### src/rtl/uart_autobaud_if.sv
`default_nettype none
// ---------------------------------------------------------------------------
// uart_autobaud_if : control/status and serial-line bundle for uart_autobaud
// Revision: 1.0
// ---------------------------------------------------------------------------
interface uart_autobaud_if #(
   parameter int CLK_DIV_WIDTH = 8
);
   logic                     start;
   logic                     rx;
   logic [CLK_DIV_WIDTH-1:0] clk_div_default;
   logic [CLK_DIV_WIDTH-1:0] clk_div;
   logic                     busy;
   logic                     done;
   logic                     error;
   logic                     locked;

   modport master (
      output start, rx, clk_div_default,
      input  clk_div, busy, done, error, locked
   );

   modport slave (
      input  start, rx, clk_div_default,
      output clk_div, busy, done, error, locked
   );
endinterface
`default_nettype wire

### src/rtl/uart_autobaud.sv
`default_nettype none
// ---------------------------------------------------------------------------
// uart_autobaud : times a 0x55 sync character and derives the UART bit divider
// Revision: 1.0
// ---------------------------------------------------------------------------
module uart_autobaud #(
   parameter int   CLK_DIV_WIDTH = 8,
   parameter int   IDLE_CYCLES   = 16,
   parameter logic START_BIT     = 1'b0
) (
   input  logic          clk,
   input  logic          reset,
   uart_autobaud_if.slave bus
);
   localparam int W   = CLK_DIV_WIDTH;
   localparam int IW  = W + 1;
   localparam int TW  = W + 3;
   localparam int MW  = W + 4;
   localparam int IDW = $clog2(IDLE_CYCLES + 1);

   typedef enum logic [1:0] {
      IDLE       = 2'd0,
      WAIT_IDLE  = 2'd1,
      WAIT_START = 2'd2,
      MEASURE    = 2'd3
   } state_t;

   state_t         state;
   state_t         state_next;
   logic           rx_s;
   logic           rx_ss;
   logic [IDW-1:0] idle_cnt;
   logic [IW-1:0]  icnt;
   logic [TW-1:0]  tcnt;
   logic [2:0]     eidx;
   logic [W+1:0]   i1;
   logic [W-1:0]   clk_div;
   logic           busy;
   logic           done;
   logic           error;
   logic           locked;

   logic           fall;
   logic           start_ok;
   logic           go_measure;
   logic           do_done;
   logic           do_fail;
   logic [W+1:0]   intv;
   logic [MW-1:0]  a4;
   logic [MW-1:0]  i1_ext;
   logic [MW-1:0]  b3;
   logic [MW-1:0]  b5;
   logic [MW-1:0]  n_cyc;
   logic [W:0]     div;

   assign fall   = (rx_s == START_BIT) && (rx_ss == ~START_BIT);
   assign intv   = (W+2)'(icnt) + (W+2)'(1);
   assign a4     = MW'(intv) << 2;
   assign i1_ext = MW'(i1);
   assign b3     = (i1_ext << 1) + i1_ext;
   assign b5     = (i1_ext << 2) + i1_ext;
   assign n_cyc  = MW'(tcnt) + MW'(1);
   // Round to nearest: N spans eight bit periods.
   assign div    = (W+1)'((n_cyc + MW'(4)) >> 3);

   always_comb begin
      state_next = state;
      start_ok   = 1'b0;
      go_measure = 1'b0;
      do_done    = 1'b0;
      do_fail    = 1'b0;
      case (state)
         IDLE: begin
            if (bus.start && !done && !error) begin
               state_next = WAIT_IDLE;
               start_ok   = 1'b1;
            end
         end
         WAIT_IDLE: begin
            if (idle_cnt == IDW'(IDLE_CYCLES)) state_next = WAIT_START;
         end
         WAIT_START: begin
            if (fall) begin
               state_next = MEASURE;
               go_measure = 1'b1;
            end
         end
         MEASURE: begin
            // An edge in the timeout cycle still counts as a valid edge.
            if (fall) begin
               if (eidx >= 3'd2 && (a4 < b3 || a4 > b5)) begin
                  do_fail = 1'b1;
               end else if (eidx == 3'd4) begin
                  if (div[W] || div[W-1:1] == '0) do_fail = 1'b1;
                  else                            do_done = 1'b1;
               end
            end else if (&icnt) begin
               do_fail = 1'b1;
            end
            if (do_fail || do_done) state_next = IDLE;
         end
         default: state_next = IDLE;
      endcase
   end

   always_ff @(posedge clk) begin
      if (reset) begin
         state    <= IDLE;
         rx_s     <= ~START_BIT;
         rx_ss    <= ~START_BIT;
         idle_cnt <= '0;
         icnt     <= '0;
         tcnt     <= '0;
         eidx     <= '0;
         i1       <= '0;
         clk_div  <= bus.clk_div_default;
         busy     <= 1'b0;
         done     <= 1'b0;
         error    <= 1'b0;
         locked   <= 1'b0;
      end else begin
         state <= state_next;
         rx_s  <= bus.rx;
         rx_ss <= rx_s;
         done  <= do_done;
         error <= do_fail;

         if (start_ok) begin
            busy   <= 1'b1;
            locked <= 1'b0;
         end
         if (do_done || do_fail) busy <= 1'b0;
         if (do_done) begin
            clk_div <= div[W-1:0];
            locked  <= 1'b1;
         end

         if (state == WAIT_IDLE) begin
            if (rx_s == START_BIT)                   idle_cnt <= '0;
            else if (idle_cnt != IDW'(IDLE_CYCLES)) idle_cnt <= idle_cnt + IDW'(1);
         end else begin
            idle_cnt <= '0;
         end

         if (go_measure) begin
            icnt <= '0;
            tcnt <= '0;
            eidx <= 3'd1;
         end else if (state == MEASURE) begin
            tcnt <= tcnt + TW'(1);
            if (fall) begin
               icnt <= '0;
               eidx <= eidx + 3'd1;
               if (eidx == 3'd1) i1 <= intv;
            end else begin
               icnt <= icnt + IW'(1);
            end
         end
      end
   end

   assign bus.clk_div = clk_div;
   assign bus.busy    = busy;
   assign bus.done    = done;
   assign bus.error   = error;
   assign bus.locked  = locked;
endmodule
`default_nettype wire
### src/flat_wrapper.sv
// flat-port wrapper written by rule: the top's interface ports become plain ports
module uart_autobaud_flat 
#(
   parameter int   CLK_DIV_WIDTH = 8,
   parameter int   IDLE_CYCLES   = 16,
   parameter logic START_BIT     = 1'b0
)
  (clk, reset, bus_start, bus_rx, bus_clk_div_default, bus_clk_div, bus_busy, bus_done, bus_error, bus_locked);
  uart_autobaud_if #(.CLK_DIV_WIDTH(CLK_DIV_WIDTH)) bus_i ();
  input  logic clk;
  input  logic reset;
  input wire logic [$bits(bus_i.start)-1:0] bus_start;
  input wire logic [$bits(bus_i.rx)-1:0] bus_rx;
  input wire logic [$bits(bus_i.clk_div_default)-1:0] bus_clk_div_default;
  output wire logic [$bits(bus_i.clk_div)-1:0] bus_clk_div;
  output wire logic [$bits(bus_i.busy)-1:0] bus_busy;
  output wire logic [$bits(bus_i.done)-1:0] bus_done;
  output wire logic [$bits(bus_i.error)-1:0] bus_error;
  output wire logic [$bits(bus_i.locked)-1:0] bus_locked;
  assign bus_i.start = bus_start;
  assign bus_i.rx = bus_rx;
  assign bus_i.clk_div_default = bus_clk_div_default;
  assign bus_clk_div = bus_i.clk_div;
  assign bus_busy = bus_i.busy;
  assign bus_done = bus_i.done;
  assign bus_error = bus_i.error;
  assign bus_locked = bus_i.locked;
  uart_autobaud #(.CLK_DIV_WIDTH(CLK_DIV_WIDTH), .IDLE_CYCLES(IDLE_CYCLES), .START_BIT(START_BIT)) u_core (.clk(clk), .reset(reset), .bus(bus_i));
endmodule
### config.mk
export PLATFORM = sky130hd
export DESIGN_NAME = uart_autobaud_flat
export DESIGN_NICKNAME = d
export VERILOG_FILES = /design/src/rtl/uart_autobaud_if.sv /design/src/rtl/uart_autobaud.sv /design/src/flat_wrapper.sv
export SDC_FILE = /design/constraint.sdc
export NUM_CORES = 1
export LEC_CHECK = 0
export CAP_MARGIN = 20
export CORE_AREA = 5 5 116 118
export CTS_BUF_LIST = sky130_fd_sc_hd__clkbuf_4 sky130_fd_sc_hd__clkbuf_8
export DETAILED_ROUTE_END_ITERATION = 7
export DIE_AREA = 0 0 121 123
export PLACE_DENSITY = 0.59
export SETUP_SLACK_MARGIN = 0.2
export SYNTH_ARGS = -nofsm -noshare
export SYNTH_HDL_FRONTEND = slang
export SYNTH_SLANG_ARGS = --single-unit
export TNS_END_PERCENT = 5
### constraint.sdc
create_clock -name clk -period 4.4 [get_ports clk]
set_input_delay 0.66 -clock clk [delete_from_list [all_inputs] [get_ports clk]]
set_output_delay 0.66 -clock clk [all_outputs]
set_load 0.005 [all_outputs]
==> impl_results.md <==
- CTS Hold Bufs: 0
- Max-Cap Viols: 0
- CP max FO: 8
- CTS buffer count: 5
- Slew Limit Headroom: 0.4426
- Detailed Routing Iterations Pass 1: 4
- Setup tns final: 0 ps
- Synth cell count leaders: ha_1 (50), nor2_1 (49), dfxtp_1 (46)
- Cell area after synthesis: about 3900 um^2
- Top cell type's share of synthesized area: 0.2388
- Prevailing post-synth register cell: dfxtp_1
- Maximum root-to-sink buffer count: 2
- Share of layout cells above drive strength 1: 0.05172
- Area contributors post-synth: dfxtp_1 (24%), ha_1 (16%), edfxtp_1 (6.2%)
- PortBufs: 23
- Fin nets: 527
- Avg Synthesized Cell Area: just under 9 um^2
- Clock Latency Late Sink: 320 ps
- Final setup violation count: 0
- Hold crit path type: register to register
- CTS sink cnt: 54
- Final Wtd Congestion: between 0.8 and 0.9
- Vias/cell: about 4.8
- Count of different cell masters after synthesis: between 50 and 60
- Placed instance area: roughly 4200 um^2
- Top-level port count: 24
- Ant. Diodes: 0
- EDFF count, synth: 8
- Sequential element share of the synthesized area: 0.3011
- GRT Util Overall: 0.1153
- Worst-Margin Slew: 833.9 ps
- Initial antenna violation count: 0
- Setup WS pre-CTS: 243.9 ps
- Dpl hpwl: 6567 um
- Setup crit start kind: register
- P&R area growth vs syn: 12.72%
- Final non-filler cell area: 4347 um^2
- Status: finished, final reports clean
- Post-DR wirelength/cell: roughly 13 um
- Pin count of the biggest net entering global routing: 28
- Total wire length: ~8200 um
- Worst vdd ir: about 0.13 mV
- Power per cell area: about 250 nW/um^2
- Count leader, synth: ha_1
- DR DRC count: 0
- Detailed-route via count: 3,070
- CP endpoint kind: register
- Final hold vios: 0
- Leakage power: between 1.5 and 2 nW
- Die area: roughly 15,000 um^2
- Fmax: between 200 and 300 MHz
- Slew Limit Fails: 0
- Total gr overflow: 0
- Die Ht: between 100 and 150 um
- Synth Instances: 446
- Final clock skew: approximately 9 ps
- First-pass GRT wire length: around 14,000 um
- Area leader, netlist: dfxtp_1
- Iteration-0 DRC Markers: 87
- CTS clock-pin slew for the worst setup and hold paths: between 100 and 150 ps
- Starting Density: 0.3119
- Async set-reset flop share out of synthesis: 0
- Antenna-violating nets left: 0
- WP data arrival: 3980 ps
- Vias in the first global route: between 3,000 and 4,000
- Seq cells post-synth: between 50 and 60
- Clock H-tree levels: 2
- # rows: 41
- CTS root buf: clkbuf_8
- Die X: around 120 um
- CP required: 4420 ps
- Yosys Warn Count: 0
- TritonCTS clock tree: built
- Setup WS post-layout: 439.4 ps
- Tcrit/Tclk final: 0.9001
- Syn Nets: about 500
- Core ar.: around 12,000 um^2
- Setup CP Type: register to register
- Fin crit period: approximately 4000 ps
- RSZ-0062 raised after global routing: yes
## power breakdown
| group | total [mW] | switching [mW] | internal [mW] | leakage, nW |
|---|---|---|---|---|
| sequential | 0.543 | 0.0199 | 0.524 | 0.453 |
| clock | 0.355 | 0.182 | 0.174 | 0.0563 |
| combinational | 0.205 | 0.111 | 0.0940 | 1.17 |
| total | 1.10 | 0.312 | 0.791 | 1.68 |
## per-stage QoR
| step | util | hold WS, ps | std cells | power [mW] |
|---|---|---|---|---|
| floorplan | - | 456.2 | 446 | 0.6955 |
| global placement | 0.3414 | 473.4 | 628 | 0.7519 |
| detailed placement | 0.3414 | 479.8 | 628 | 0.7591 |
| CTS | 0.3509 | 497.5 | 636 | 1.120 |
| global route | 0.3516 | 522.6 | 636 | 1.170 |
| finish | 0.3516 | 495.9 | 636 | 1.104 |
## placed cells by master, fill, tap and decap left out, drive strengths merged, types with 4 or more instances in the layout
cell | netlist | final
ha | 50 | 50
nor2 | 49 | 49
dfxtp | 46 | 46
a21oi | 34 | 34
nand2 | 31 | 31
o21ai | 28 | 28
xnor2 | 24 | 24
clkdlybuf4s50 | 0 | 23
inv | 22 | 23
xor2 | 18 | 18
nor3 | 18 | 18
nand3 | 15 | 15
nor2b | 9 | 9
edfxtp | 8 | 8
and3 | 7 | 7
a21o | 6 | 6
nand2b | 6 | 6
nand4 | 5 | 5
mux2i | 5 | 5
clkbuf | 7 | 5
a31oi | 5 | 5
o21a | 4 | 4
or3 | 4 | 4
## kinds of logic (layout without fill, tap and decap cells)
family / after synthesis / after routing / share of synthesized area
adders and majority gates: 52 / 52 / 0.1726
DFF: 54 / 54 / 0.3011
and+or+nand+nor: 158 / 158 / 0.2080
muxes: 6 / 6 / 0.01590
AOI/OAI and AO/OA: 97 / 97 / 0.1606
buffers and inverters: 37 / 55 / 0.04640
xor gates and xnor gates: 42 / 42 / 0.09539
## final cells by class
type                            instances  area (um^2)
Clock buffer                            5        68.82
Clock inverter                          3        48.80
Fill cell                            1293         8016
Inverter                               22        82.58
Multi-Input combinational cell        355         2525
Sequential cell                        54         1161
Tap cell                              172        215.2
Timing Repair Buffer                   25        245.2
## layer usage
| metal | GRT usage | share of wire | vias up |
|---|---|---|---|
| met4 | 0.03683 | 0.019 | 0 |
| met2 | 0.1935 | 0.47 | 25 |
| met5 | 0 | 0 | - |
| met1 | 0.1510 | 0.49 | 1425 |
| met3 | 0.02013 | 0.021 | 16 |
| li1 | - | - | 1604 |
## critical path, cell delays in order (launching register included)
cell and delay (ps):
dfxtp_1 490, ha_1 230, inv_1 60, fa_1 450
nor2b_1 110, o21ai_0 100, a21oi_1 180, o21a_1 130
nor2_1 50, o21ai_0 200, xnor2_1 160, ha_1 260
and4_1 200, o21ai_0 230, o21ai_1 90, or4_4 520
nand2b_2 200
## worst paths after layout
check	from	to	slack (ps)	cells past startpoint
hold reg to reg	u_core.icnt[8]	u_core.icnt[8]	500	2
hold / removal	u_core.icnt[8]	u_core.icnt[8]	500	2
setup / recovery	u_core.i1[2]	u_core.bus.clk_div[3]	440	16
setup reg to reg	u_core.i1[2]	u_core.bus.clk_div[3]	440	16
## what timing repair did
item	CTS	global route
endpoints found under the setup margin	0	10
resized for setup	0	3
buffers inserted	0	0
## registers in the layout, indices dropped and copies added, names as in the netlist
register / cells
u_core.bus.locked: 1
u_core.bus.busy: 1
u_core.i1: 10
u_core.bus.clk_div: 8
u_core.eidx: 3
u_core.idle_cnt: 5
u_core.rx_ss: 1
u_core.bus.error: 1
u_core.icnt: 9
u_core.bus.done: 1
u_core.rx_s: 1
u_core.state: 2
u_core.tcnt: 11
Note: power is estimated with default switching activity, not from simulation.
